<file path="config.mk">
export PLATFORM = sky130hd
export DESIGN_NAME = player_motion_ctrl
export DESIGN_NICKNAME = d
export VERILOG_FILES = /design/src/rtl/pacman_video_pkg.sv /design/src/rtl/frame_tick_gen.sv /design/src/rtl/player_motion_ctrl.sv
export SDC_FILE = /design/constraint.sdc
export NUM_CORES = 1
export LEC_CHECK = 0
export ABC_AREA = 1
export CORE_MARGIN = 8
export CORE_UTILIZATION = 38
export CTS_BUF_LIST = sky130_fd_sc_hd__clkbuf_8
export DETAILED_ROUTE_END_ITERATION = 12
export SKIP_LAST_GASP = 1
export SLEW_MARGIN = 5
export SYNTH_ARGS = -nofsm -noshare
export SYNTH_HDL_FRONTEND = slang
export SYNTH_SLANG_ARGS = --single-unit
</file>
<file path="constraint.sdc">
create_clock -name iVGA_CLK -period 3.16 [get_ports iVGA_CLK]
set_input_delay 0.79 -clock iVGA_CLK [delete_from_list [all_inputs] [get_ports iVGA_CLK]]
set_output_delay 0.79 -clock iVGA_CLK [all_outputs]
set_load 0.03 [all_outputs]
</file>
<file path="src/rtl/pacman_video_pkg.sv">
// Shared video-side definitions: PS/2 scan codes, move directions, motion FSM states.
// Used by player_motion_ctrl and frame_tick_gen.
package pacman_video_pkg;

   localparam int H_RES_DEF = 640;
   localparam int V_RES_DEF = 480;

   localparam logic [7:0] KEY_UP    = 8'h75;
   localparam logic [7:0] KEY_DOWN  = 8'h72;
   localparam logic [7:0] KEY_LEFT  = 8'h6B;
   localparam logic [7:0] KEY_RIGHT = 8'h74;
   localparam logic [7:0] KEY_STOP  = 8'h29;

   typedef enum logic [2:0] {
      DIR_NONE  = 3'd0,
      DIR_UP    = 3'd1,
      DIR_DOWN  = 3'd2,
      DIR_LEFT  = 3'd3,
      DIR_RIGHT = 3'd4
   } dir_t;

   typedef enum logic [1:0] {
      ST_IDLE   = 2'd0,
      ST_CALC   = 2'd1,
      ST_COMMIT = 2'd2
   } motion_state_t;

   // Unrecognised codes keep the current direction so movement is sticky.
   function automatic dir_t decode_key(input logic [7:0] code, input dir_t cur);
      case (code)
         KEY_UP:    return DIR_UP;
         KEY_DOWN:  return DIR_DOWN;
         KEY_LEFT:  return DIR_LEFT;
         KEY_RIGHT: return DIR_RIGHT;
         KEY_STOP:  return DIR_NONE;
         default:   return cur;
      endcase
   endfunction

endpackage

</file>
<file path="src/rtl/frame_tick_gen.sv">
// Vertical-sync falling-edge detector plus frame divider.
// frame_tick pulses one cycle after the edge is seen; due marks the tick that completes a frame group.
module frame_tick_gen
   import pacman_video_pkg::*;
#(
   parameter int FRAME_DIV = 2
) (
   input  logic iVGA_CLK,
   input  logic iRST_n,
   input  logic iVS,
   output logic frame_tick,
   output logic due
);

   localparam int CW = (FRAME_DIV > 1) ? $clog2(FRAME_DIV) : 1;
   localparam logic [CW-1:0] CNT_LAST = CW'(FRAME_DIV - 1);

   logic          vs_q;
   logic          fall;
   logic [CW-1:0] frame_cnt;

   assign fall = vs_q & ~iVS;
   assign due  = (frame_cnt == CNT_LAST);

   always_ff @(posedge iVGA_CLK) begin
      if (!iRST_n) begin
         vs_q       <= 1'b1;
         frame_tick <= 1'b0;
         frame_cnt  <= '0;
      end else begin
         vs_q       <= iVS;
         frame_tick <= fall;
         if (frame_tick) begin
            frame_cnt <= due ? '0 : frame_cnt + 1'b1;
         end
      end
   end

endmodule

</file>
<file path="src/rtl/player_motion_ctrl.sv">
// Player sprite position controller: sticky PS/2 direction, one step per FRAME_DIV frames.
// Define PLAYER_WRAP_EN for horizontal tunnel wrap; otherwise x clamps like y.
//
// state     | meaning
// ST_IDLE   | waiting for a due frame tick
// ST_CALC   | direction snapshotted, next position being resolved
// ST_COMMIT | position registers just written, moved reflects the change
module player_motion_ctrl
   import pacman_video_pkg::*;
#(
   parameter int H_RES     = H_RES_DEF,
   parameter int V_RES     = V_RES_DEF,
   parameter int SPRITE_W  = 32,
   parameter int SPRITE_H  = 32,
   parameter int STEP      = 2,
   parameter int FRAME_DIV = 2,
   parameter int START_X   = 304,
   parameter int START_Y   = 224
) (
   input  logic        iVGA_CLK,
   input  logic        iRST_n,
   input  logic        iVS,
   input  logic [7:0]  ps2_key_data_in,
   output logic [31:0] player0_x,
   output logic [31:0] player0_y,
   output logic        frame_tick,
   output logic        moved
);

   localparam logic signed [10:0] STEP_S  = 11'(STEP);
   localparam logic signed [10:0] X_MAX_S = 11'(H_RES - SPRITE_W);
   localparam logic signed [10:0] Y_MAX_S = 11'(V_RES - SPRITE_H);
   localparam logic [9:0]         X_MAX   = 10'(H_RES - SPRITE_W);
   localparam logic [8:0]         Y_MAX   = 9'(V_RES - SPRITE_H);

   logic [9:0]        x_q, nx;
   logic [8:0]        y_q, ny;
   logic signed [10:0] tmp;
   dir_t              dir, snap_dir;
   motion_state_t     state;
   logic              due;

   frame_tick_gen #(.FRAME_DIV(FRAME_DIV)) u_tick (
      .iVGA_CLK   (iVGA_CLK),
      .iRST_n     (iRST_n),
      .iVS        (iVS),
      .frame_tick (frame_tick),
      .due        (due)
   );

   assign player0_x = {22'd0, x_q};
   assign player0_y = {23'd0, y_q};

   // Bounds are tested on the widened signed sum so underflow/overflow is never truncated away.
   always_comb begin
      nx  = x_q;
      ny  = y_q;
      tmp = '0;
      case (snap_dir)
         DIR_UP: begin
            tmp = $signed({2'b00, y_q}) - STEP_S;
            ny  = (tmp < 11'sd0) ? 9'd0 : tmp[8:0];
         end
         DIR_DOWN: begin
            tmp = $signed({2'b00, y_q}) + STEP_S;
            ny  = (tmp > Y_MAX_S) ? Y_MAX : tmp[8:0];
         end
         DIR_LEFT: begin
            tmp = $signed({1'b0, x_q}) - STEP_S;
`ifdef PLAYER_WRAP_EN
            nx  = (tmp < 11'sd0) ? X_MAX : tmp[9:0];
`else
            nx  = (tmp < 11'sd0) ? 10'd0 : tmp[9:0];
`endif
         end
         DIR_RIGHT: begin
            tmp = $signed({1'b0, x_q}) + STEP_S;
`ifdef PLAYER_WRAP_EN
            nx  = (tmp > X_MAX_S) ? 10'd0 : tmp[9:0];
`else
            nx  = (tmp > X_MAX_S) ? X_MAX : tmp[9:0];
`endif
         end
         default: begin
            nx = x_q;
            ny = y_q;
         end
      endcase
   end

   always_ff @(posedge iVGA_CLK) begin
      if (!iRST_n) begin
         x_q      <= 10'(START_X);
         y_q      <= 9'(START_Y);
         dir      <= DIR_NONE;
         snap_dir <= DIR_NONE;
         state    <= ST_IDLE;
         moved    <= 1'b0;
      end else begin
         dir   <= decode_key(ps2_key_data_in, dir);
         moved <= 1'b0;
         case (state)
            ST_IDLE: begin
               if (frame_tick && due) begin
                  snap_dir <= dir;
                  state    <= ST_CALC;
               end
            end
            ST_CALC: begin
               x_q   <= nx;
               y_q   <= ny;
               moved <= (nx != x_q) || (ny != y_q);
               state <= ST_COMMIT;
            end
            ST_COMMIT: state <= ST_IDLE;
            default:   state <= ST_IDLE;
         endcase
      end
   end

endmodule
</file>
======== Word level (Yosys, flattened, before mapping) ========
Index checks and enable logic that the tools add are counted.
operators by class
  add/sub/neg operators ................... 5
  $lt $le $gt $ge ......................... 4
  equality and inequality tests ........... 13
  multiplexer cells ....................... 10
  bitwise gates (word level) .............. 2
  reduce and logical (&&, ||, !) cells .... 6
operator list
  kind                     count
  $eq A8 B7 Y1 const B     4
  $mux W10                 2
  $pmux W10 S2             1
  $mux W9                  2
  $pmux W9 S2              1
  $pmux W3 S5              1
  $add A10 B2 Y11 const B  1
  $gt A11 B11 Y1 const B   1
  $lt A11 B1 Y1 const B    1
  $sub A10 B2 Y11 const B  1
  $add A9 B2 Y10 const B   1
  $gt A10 B9 Y1 const B    1
  $lt A10 B1 Y1 const B    1
  $ne A10 B10 Y1           1
  $sub A9 B2 Y10 const B   1
  $ne A9 B9 Y1             1
  $eq A8 B6 Y1 const B     1
  $eq A3 B2 Y1 const B     2
  $reduce_bool A5 Y1       1
  $pmux W2 S2              1
  $reduce_and A2 Y1        2
  $eq A3 B1 Y1 const B     1
  $eq A3 B3 Y1 const B     1
  $eq A2 B1 Y1 const B     1
  9 further kinds          9
storage, ports and cells
  flip-flop bits (word level) ............. 31
  output and inout port bits .............. 66
  logic and storage cells ................. 49

======== Longest topological paths before layout ========
  depth in word-level cells ............... 6
  gate-level depth with buffers ........... 18
  mapped depth without buffers ............ 18

======== Hierarchy ========
A second synthesis with hierarchy kept.
unflattened totals
  cell total of the unflattened synthesis .. 521
  area total of the unflattened synthesis .. 3178.0 um^2
modules (own cells, without submodules)
  module              times used  cells an instance  area an instance (um^2)  sequential area each (um^2)
  player_motion_ctrl  1           510                3083.0                   560.5
  frame_tick_gen      1           11                 95.1                     60.1

======== Worst setup path before layout ========
OpenSTA, ideal clock, no wires.
  path type ............................... register to register
  start ................................... reg x_q[1]
  end ..................................... reg moved
  setup time .............................. 117 ps
  arrival time ............................ 2187 ps
  data required time ...................... 3043 ps
  path slack .............................. 855 ps
  cell stages (with the launch flop) ...... 19
  path buffers ............................ 0
  clock period less this slack ............ 2305 ps
  cell sequence ........................... dfxtp_1 -> inv_1 -> ha_1 -> inv_1 -> nand3_1 -> nor2_1 -> nand3_1 -> nand3_2 -> nand2_2 -> nand2_4 -> nand2_4 -> nand2_2 -> nand2_1 -> nand2_1 -> nand2_1 -> nor2_2 -> nand3_1 -> nor2_1 -> a21oi_1
between the ends
  cells in the longest elaborated chain, start to end .. 6
  elaborated cells on any way between the ends .. 9
  those cells by class .................... add/sub (2); order compare (2); eq/ne (1); mux (3); reduce/logical (1)
ends and longest elaborated chain
  what                                                RTL line                                            source
  from (decl)                                         player_motion_ctrl.sv:36                            logic [9:0] x_q, nx;
  from (signal assigned)                              player_motion_ctrl.sv:93                            x_q <= 10'(START_X);
  from (signal assigned)                              player_motion_ctrl.sv:110                           x_q <= nx;
  $add A10 B2 Y11 or $sub A10 B2 Y11 (tied branches)  player_motion_ctrl.sv:77, player_motion_ctrl.sv:69
  $gt A11 B11 Y1 or $lt A11 B1 Y1 (tied branches)     player_motion_ctrl.sv:81, player_motion_ctrl.sv:73
  $mux W10 (on tied branches)                         player_motion_ctrl.sv:81, player_motion_ctrl.sv:73
  $pmux W10 S2                                        player_motion_ctrl.sv:59                            case (snap_dir)
  $ne A10 B10 Y1 (*)                                  player_motion_ctrl.sv:112                           moved <= (nx != x_q) || (ny != y_q);
  $logic_or A1 B1 Y1 (*)                              player_motion_ctrl.sv:112
  to (signal assigned)                                player_motion_ctrl.sv:112
  to (decl)                                           player_motion_ctrl.sv:27                            output logic moved
Mark *: on every way between the ends. The rest lies on a longest branch, timed or not.
A chain may end at the register's enable or synchronous reset.

======== Worst setup path in the final report ========
  start ................................... reg y_q[2]
  end ..................................... reg moved
between the ends
  cells in the longest elaborated chain, start to end .. 6
  elaborated cells on any way between the ends .. 9
  those cells by class .................... add/sub (2); order compare (2); eq/ne (1); mux (3); reduce/logical (1)
ends and longest elaborated chain
  what                                              RTL line                                            source
  from (decl)                                       player_motion_ctrl.sv:37                            logic [8:0] y_q, ny;
  from (signal assigned)                            player_motion_ctrl.sv:94                            y_q <= 9'(START_Y);
  from (signal assigned)                            player_motion_ctrl.sv:111                           y_q <= ny;
  $add A9 B2 Y10 or $sub A9 B2 Y10 (tied branches)  player_motion_ctrl.sv:65, player_motion_ctrl.sv:61
  $gt A10 B9 Y1 or $lt A10 B1 Y1 (tied branches)    player_motion_ctrl.sv:66, player_motion_ctrl.sv:62
  $mux W9 (on tied branches)                        player_motion_ctrl.sv:66, player_motion_ctrl.sv:62
  $pmux W9 S2                                       player_motion_ctrl.sv:59
  $ne A9 B9 Y1 (*)                                  player_motion_ctrl.sv:112
  $logic_or A1 B1 Y1 (*)                            player_motion_ctrl.sv:112
Marks and branches as above.

==> impl_metrics.py <==
metrics = {
    "clock_tree": {
        "clock_latency_ns": 0.29,
        "h-tree-depth": 2,
        "cts_tree": "done",
        "clock_path_buffers": 2,
        "cts_root_buffer": "clkbuf_8",
        "cts_num_sinks": 31,
        "clk_pin_slew_ns": 0.08,
        "cts_buffers": 5,
        "cts.repair.resized": 0,
        "cts_hold_buf": 0,
        "cts_setup_buffers": 0,
    },
    "worst_setup_path": {
        "cp.required_ns": 3.34,
        "worstSetupEndpointType": "flop",
        "worstRegToRegCells": 14,
        "startpoint_type": "flop",
        "path_class": "reg -> reg",
        "worstPathMaxFanout": 8,
        "cp.arrival_ns": 2.61,
        "regToRegSetupSlack_ns": 0.73,
    },
    "die": {
        "coreArea_mm2": 0.007647,
        "die_height_um": 104.4,
        "rows": 32,
        "ios": 77,
        "dieArea_mm2": 0.01090,
        "start_util": 0.3883,
        "chipWidth_um": 104.4,
    },
    "yosys": {
        "synthArstFlopShare": 0,
        "syn_inst": 472,
        "synth-edff-count": 0,
        "synth_flop_cell": "dfxtp_1",
        "ys_ff_latch": 31,
        "yosys-top-cells-area": "dfxtp_1 21%, buf_4 13%, nand2_1 10%",
        "yosysTopAreaCellShare": 0.2090,
        "syn_area_mm2": 0.002969,
        "avgSynthCellArea_um2": 6.290,
        "yosysMostFrequentCell": "nand2_1",
        "ys_warn_count": 0,
        "synth.distinct_cells": 40,
        "synth_seq_area_share": 0.2090,
        "yosysTopAreaCell": "dfxtp_1",
        "synth_common_cells": "82 x nand2_1, 61 x inv_1, 50 x buf_4",
    },
    "flow_run": {
        "max_cap_viol_count": 0,
    },
    "pwr": {
        "p_leak_uw": 0.001506,
        "p_per_area_mw_per_mm2": 294.3,
        "combPwrFrac": 0.196,
        "internal_power_uw": 642.4,
        "swShare": 0.3384,
        "p_sw_uw": 328.5,
        "p_clk_frac": 0.386,
        "seqPwrFrac": 0.419,
        "ir_worst_vdd_mv": 0.2212,
    },
    "layout": {
        "diodes": 0,
        "final_util": 0.4314,
        "areaGrowthSynthToFinish_pct": 11.12,
        "drive_gt1_frac": 0.1155,
        "fillers": 813,
        "fin_nets": 516,
        "stdcell_count": 604,
    },
    "detailed_routing": {
        "wirelength_um": 7716,
        "ant_nets": 0,
        "initialDrtViolationCount": 212,
        "wl_per_cell_um": 12.77,
        "via_count": 2945,
        "firstDrtPassIters": 4,
        "drc": 0,
        "viasPerCell": 4.876,
    },
    "placed_design": {
        "dpl.hpwl_um": 5841,
        "port_buffers": 31,
        "dp.cells": 596,
        "gp_congestion": 0.9426,
    },
    "status": {
        "outcome": "complete, no violations",
    },
    "min_path": {
        "whs_path_depth": 2,
        "hold_path.class": "reg -> reg",
    },
    "sta": {
        "hold_viol": 0,
        "fmax_mhz": 412.3,
        "tns_ns": 0,
        "finalCriticalPeriod_ns": 2.426,
        "fin_skew_ns": 0.009361,
        "rsz0062_at_grt": "no",
        "period_share": 0.7676,
        "slew_violations": 0,
        "setup_viol": 0,
    },
    "global_routing": {
        "grt_usage": 0.1407,
        "antenna_found_initial": 0,
        "grt_overflow": 0,
        "grt_pass1_wl_um": 13190,
        "grt_max_degree": 24,
        "grt_pass1_vias": 2824,
    },
}
## placed cells by master, fill, tap and decap left out, drive strengths merged, types with 11 or more instances in the layout
cell type and instances:
nand2 95, nand4 15, conb 45, dfxtp 31, o21ai 44, nand3 45
clkdlybuf4s50 31, a21oi 24, nor2 44, inv 71, nor3 11
## per-layer routing
| metal | global-route usage | up-vias | wire length [µm] |
|---|---|---|---|
| met4 | 0.03723 | 0 | 73 |
| met3 | 0.04027 | 9 | 545 |
| li1 | - | 1514 | - |
| met1 | 0.1700 | 1325 | 3541 |
| met2 | 0.2368 | 97 | 3556 |
| met5 | 0 | - | 0 |
## through the flow
| step | instance area, µm² | hold WS [ns] | power (µW) | setup WS, ns |
|---|---|---|---|---|
| finish | 3299 | 0.4110 | 970.9 | 0.7344 |
| global route | 3299 | 0.4566 | 1013 | 0.5282 |
| CTS | 3299 | 0.4140 | 979.7 | 0.7744 |
| detailed placement | 3196 | 0.4026 | 602.6 | 0.7326 |
| global placement | 3196 | 0.3987 | 602.1 | 0.8008 |
| floorplan | 3134 | 0.3924 | 606.4 | 0.8551 |
## state kept, by name, indices dropped and copies added, names as in the netlist
register and count:
dir 3, moved 1, snap_dir 3, state 2
u_tick.due 1, u_tick.frame_tick 1, u_tick.vs_q 1, x_q 10
y_q 9
## power by group through the flow
stage / sequential, µW / clock [µW] / combinational [µW]
after floorplan: 420 / 0 / 186
after global placement: 416 / 0 / 187
after detailed placement: 416 / 0 / 187
after CTS: 406 / 386 / 188
after global routing: 408 / 396 / 209
final: 407 / 374 / 190
## final timing paths
path / start / endpoint
worst max-delay path: y_q[2] / moved
worst min-delay path: u_tick.vs_q / u_tick.frame_tick
worst max register to register: y_q[2] / moved
worst min register to register: u_tick.vs_q / u_tick.frame_tick
## kinds of logic after synthesis
group,Yosys count,share of synthesized area
and+or+nand+nor,212,0.3489
buffers and inverters,129,0.2267
AOI/OAI and AO/OA,87,0.1736
DFF,31,0.2090
xor gates and xnor gates,8,0.02360
adders and majority gates,4,0.01686
other,1,0.001263
## worst max-delay path, cell delays in order (launching register included)
cell and delay, ns:
dfxtp_1 0.48, ha_1 0.24, nand2_2 0.10, nor2_1 0.17, nand2_1 0.09, nor3_1 0.21
inv_1 0.15, nand2_1 0.08, nand2_1 0.04, nand2_1 0.09, nor3_1 0.05, nor3_1 0.32
nand2_1 0.12, nor2_1 0.10, a21oi_1 0.06
## final cells by class
cell class / instances / area (µm²) / share of cell area
Inverter: 73 / 274.0 / 0.08305
Multi-Input combinational cell: 356 / 1841 / 0.5578
Clock buffer: 7 / 96.34 / 0.02920
Timing Repair Buffer: 34 / 332.8 / 0.1009
Sequential cell: 31 / 620.6 / 0.1881
Clock inverter: 1 / 7.507 / 0.002275
Tap cell: 102 / 127.6 / 0.03868
Power figures use the tool's default switching activity.
